<file path="src/rtl/div_unit.sv">
// Multi-cycle radix-2 restoring divider for DIV/DIVU, result {rem, quo}.
// Ports: clk, rst, signed_div_i, opdata1_i, opdata2_i, start_i, annul_i,
//   result_o, ready_o, busy_o, div_by_zero_o.
// Optional: define DIV_ZERO_FLAG_EN for a registered div_by_zero_o flag.
module div_unit #(
  parameter int WIDTH = 32
) (
  input  logic               clk,
  input  logic               rst,
  input  logic               signed_div_i,
  input  logic [WIDTH-1:0]   opdata1_i,
  input  logic [WIDTH-1:0]   opdata2_i,
  input  logic               start_i,
  input  logic               annul_i,
  output logic [2*WIDTH-1:0] result_o,
  output logic               ready_o,
  output logic               busy_o,
  output logic               div_by_zero_o
);

  localparam int CW = $clog2(WIDTH) + 1;

  typedef enum logic [1:0] {
    S_FREE,
    S_BYZERO,
    S_ON,
    S_END
  } state_t;

  state_t            state;
  state_t            state_n;
  logic [CW-1:0]     cnt;
  logic [WIDTH-1:0]  quo;
  logic [WIDTH-1:0]  rem;
  logic [WIDTH-1:0]  dvs;
  logic              neg_q;
  logic              neg_r;

  logic [WIDTH:0]    trial;
  logic [WIDTH:0]    diff;
  logic              take;
  logic [WIDTH-1:0]  rem_n;
  logic [WIDTH-1:0]  quo_n;
  logic [WIDTH-1:0]  q_fix;
  logic [WIDTH-1:0]  r_fix;
  logic [WIDTH-1:0]  mag1;
  logic [WIDTH-1:0]  mag2;
  logic              go;
  logic              last;

  assign go   = start_i && !annul_i;
  assign last = (cnt == CW'(WIDTH));

  // Trial is one bit wider so large divisors cannot lose the shifted-out bit.
  always_comb begin
    trial = {rem, quo[WIDTH-1]};
    diff  = trial - {1'b0, dvs};
    take  = !diff[WIDTH];
    rem_n = take ? diff[WIDTH-1:0] : trial[WIDTH-1:0];
    quo_n = {quo[WIDTH-2:0], take};
    q_fix = neg_q ? -quo : quo;
    r_fix = neg_r ? -rem : rem;
    mag1  = (signed_div_i && opdata1_i[WIDTH-1]) ? -opdata1_i : opdata1_i;
    mag2  = (signed_div_i && opdata2_i[WIDTH-1]) ? -opdata2_i : opdata2_i;
  end

  always_comb begin
    state_n = state;
    unique case (state)
      S_FREE: begin
        if (go)
          state_n = (opdata2_i == '0) ? S_BYZERO : S_ON;
      end
      S_BYZERO: state_n = annul_i ? S_FREE : S_END;
      S_ON: begin
        if (annul_i)
          state_n = S_FREE;
        else if (last)
          state_n = S_END;
      end
      S_END: begin
        if (!start_i)
          state_n = S_FREE;
      end
    endcase
  end

  always_ff @(posedge clk) begin
    if (rst) begin
      state    <= S_FREE;
      cnt      <= '0;
      quo      <= '0;
      rem      <= '0;
      dvs      <= '0;
      neg_q    <= 1'b0;
      neg_r    <= 1'b0;
      result_o <= '0;
      ready_o  <= 1'b0;
    end else begin
      state <= state_n;
      unique case (state)
        S_FREE: begin
          if (go && opdata2_i != '0) begin
            cnt   <= '0;
            quo   <= mag1;
            rem   <= '0;
            dvs   <= mag2;
            neg_q <= signed_div_i &&
                     (opdata1_i[WIDTH-1] ^ opdata2_i[WIDTH-1]);
            neg_r <= signed_div_i && opdata1_i[WIDTH-1];
          end
        end
        S_BYZERO: begin
          if (!annul_i) begin
            result_o <= '0;
            ready_o  <= 1'b1;
          end
        end
        S_ON: begin
          if (!annul_i) begin
            if (!last) begin
              rem <= rem_n;
              quo <= quo_n;
              cnt <= cnt + CW'(1);
            end else begin
              result_o <= {r_fix, q_fix};
              ready_o  <= 1'b1;
            end
          end
        end
        S_END: begin
          if (!start_i) begin
            result_o <= '0;
            ready_o  <= 1'b0;
          end
        end
      endcase
    end
  end

  assign busy_o = (state == S_ON) || (state == S_BYZERO);

`ifdef DIV_ZERO_FLAG_EN
  logic dz_q;

  always_ff @(posedge clk) begin
    if (rst)
      dz_q <= 1'b0;
    else if (state == S_BYZERO)
      dz_q <= !annul_i;
    else if (state == S_END && !start_i)
      dz_q <= 1'b0;
  end

  assign div_by_zero_o = dz_q;
`else
  assign div_by_zero_o = 1'b0;
`endif

endmodule

</file>
<file path="config.mk">
export PLATFORM = sky130hd
export DESIGN_NAME = div_unit
export DESIGN_NICKNAME = d
export VERILOG_FILES = /design/src/rtl/div_unit.sv
export SDC_FILE = /design/constraint.sdc
export NUM_CORES = 1
export LEC_CHECK = 0
export ABC_AREA = 0
export CORE_MARGIN = 2
export CORE_UTILIZATION = 45
export DETAILED_ROUTE_END_ITERATION = 12
export PLACE_DENSITY_LB_ADDON = 0.1
export SLEW_MARGIN = 20
export SYNTH_ARGS = -nofsm -noshare
export SYNTH_HDL_FRONTEND = slang
export SYNTH_SLANG_ARGS = --single-unit
</file>
<file path="constraint.sdc">
create_clock -name clk -period 3.9 [get_ports clk]
set_input_delay 0.975 -clock clk [delete_from_list [all_inputs] [get_ports clk]]
set_output_delay 0.975 -clock clk [all_outputs]
set_load 0.005 [all_outputs]
</file>
==> impl_metrics.ini <==
[clock_tree]
numCtsBuffers = 17
cts_sinks = 171
cts_tree = built
clk_latency_ns = 0.43
cts-root-buf = clkbuf_16
path_clk_slew_ns = 0.07
cts_setup_buffers = 0
cts_hold_buf = 0
h-tree-depth = 4
cts_max_path_buffers = 2

[place]
portBuffers = 134
gp_congestion = 0.921
hpwl_um = 22300
dpl.cell_count = 1814
dpl_cell_area_um2 = 12600

[grt]
antenna_found_initial = 0
grt_usage_pct = 23.9
grt_pass1_wl_um = 47200
grt.overflow.total = 0
first_global_vias = 9047
grt_max_degree = 61

[critical_path]
worstPathMaxFanout = 18
rr_startpoint = quo[31]
crit_path_end_kind = register
worstPathRequired_ns = 4.21
cp.arrival_ns = 3.93
r2r-end = rem[15]
critPathKind = register to register
rr_worst_depth = 13
start_kind = register
r2r_slack_ns = 0.29

[detailed_routing]
vias_per_cell = 5.47
vias = 10100
wl_per_cell_um = 16.0
drc = 0
antenna_left = 0
first_pass_iters = 5
first_iter_violations = 681
routed_wl_um = 29500

[synthesis]
avgSynthCellArea_um2 = 7.71
ys.flop_type = dfxtp_1
yosysTopAreaCell = dfxtp_1
ys_types = 63
syn_nets = 1502
ys_warn_count = 0
async_flop_share_pct = 0
ys_seq_elements = 171
syn-instance-count = 1390
synthTopCellsByArea = dfxtp_1 (32%), xnor2_1 (6.6%), nand2_1 (6.4%), xor2_1 (5.8%), o21ai_0 (5.1%)
ys_seq_area_share_pct = 31.9
synth_area_um2 = 10700
synth_edf_count = 0
synth_top_area_share_pct = 31.9

[finish]
diodes = 0
drive_gt1_share_pct = 6.22
finalInstanceArea_um2 = 13200
fin_cells = 1846
layout.nets = 1626
n_fill_cell = 2312
syn2layout_area_growth_pct = 23.5
final_common_cell = nand2_1
mostFrequentLayoutCells = nand2_1 (182), dfxtp_1 (171), nor2_1 (141)

[worst_hold_path]
hold_path_depth = 2
min_from = result_o[58]
holdPathEnd = result_o[58]
hold_class = register to register

[die]
die_x_um = 158
core_area_um2 = 23400
start_util_pct = 45.8
ios = 136
fp.dieH_um = 158
row_count = 56
dieArea_um2 = 25100

[sta]
fin_crit_ns = 3.61
worstMarginPinSlew_ns = 0.675
hold_slack_ns = 0.445
hold_viol_final = 0
fin_crit_sh_pct = 92.6
clock_skew_ns = 0.00974
slew_headroom_pct = 54.6
report.final.setup_viol = 0
fmax_mhz = 277
setup-tns-final_ns = 0
rsz0062_at_grt = no
maxSlewViolCount = 0

[job]
maxCapViolCount = 0

[run_status]
run_status = complete, no violations

[pwr]
p_per_area_nw_per_um2 = 511
vdd_drop_max_mv = 0.355
p_leak_uw = 0.00521
finalPower_uw = 6760
[critical path, cell delays in order, from the launching register on]
cell	delay [ns]
dfxtp_1	0.39
inv_1	0.08
ha_1	0.23
fa_1	0.40
nand2b_1	0.18
a21o_1	0.19
a211oi_1	0.33
o21ai_0	0.24
a211o_1	0.40
a21o_1	0.24
nand3_2	0.11
buf_4	0.32
mux2i_1	0.26
o21ai_0	0.11
[flip-flops by register name (all words and copies together) (netlist names)]
name and count:
result_o 64, dvs 32, quo 32, rem 32, cnt 6, state 2, neg_q 1, neg_r 1
ready_o 1
[cell families after synthesis]
family,share of synthesized area (%)
buf+inv,4.71
mux,2.80
xor+xnor,12.4
compound gates,23.2
simple gates,19.8
other cells,0.0350
flops,31.9
fa+ha+maj,5.09
[repair_timing]
item / CTS / global route
resized for setup: 0 / 1
endpoints found under the hold margin: 0 / 0
endpoints found under the setup margin: 0 / 1
[final cells by class]
| class | instances | area [µm²] | share of cell area [%] |
|---|---|---|---|
| clock buffers | 20 | 457 | 3.45 |
| repair buffers | 183 | 1790 | 13.6 |
| clock inverters | 12 | 153 | 1.15 |
| inverters | 54 | 203 | 1.53 |
| flip-flops and latches | 171 | 3420 | 25.9 |
| multi-input cells | 1087 | 6800 | 51.4 |
| well taps | 319 | 399 | 3.02 |
[power by group]
group / internal (µW) / switching [µW]
sequential: 1930 / 208
combinational: 1120 / 1710
clock: 1000 / 785
total: 4050 / 2700
[routing by layer]
metal  global-route usage [%]  up-vias  wire [µm]
met3                     2.99       28       1260
li1                         -     5173          -
met4                     6.86        0        466
met2                     34.9      241      12400
met1                     36.4     4654      15400
met5                        0        -          0
[synthesized netlist by cell type (all sizes together), types with 7 or more instances]
master,n
a222oi,8
or3,19
o21ai,120
xor2,71
xnor2,81
nand2b,13
and2,9
mux2i,30
a211oi,41
ha,42
o41ai,17
a22oi,36
nand3,27
a21o,15
o31ai,29
a21oi,85
nor2,142
nor4,8
or4,11
clkbuf,72
dfxtp,171
nor3,27
nand2,182
inv,54
nand4,7
[worst max-delay path by stage]
stage	startpoint	to	depth (start not counted)	slack (ns)
after CTS	quo[31]	rem[15]	13	0.32
after detailed placement	opdata2_i[6]	quo[11]	10	-0.11
after floorplan	opdata2_i[6]	quo[11]	11	0.24
after global placement	opdata2_i[6]	quo[28]	10	-0.10
final	quo[31]	rem[15]	13	0.29
after global routing	quo[31]	rem[15]	13	0.09
[through the flow]
step | util [%] | worst slack (ns)
2_1_floorplan | - | 0.244
3_3_place_gp | 53.9 | -0.103
3_5_place_dp | 53.9 | -0.110
4_1_cts | 56.5 | 0.319
5_1_grt | 56.5 | 0.0858
6_report | 56.5 | 0.288
Power figures use the tool's default switching activity.
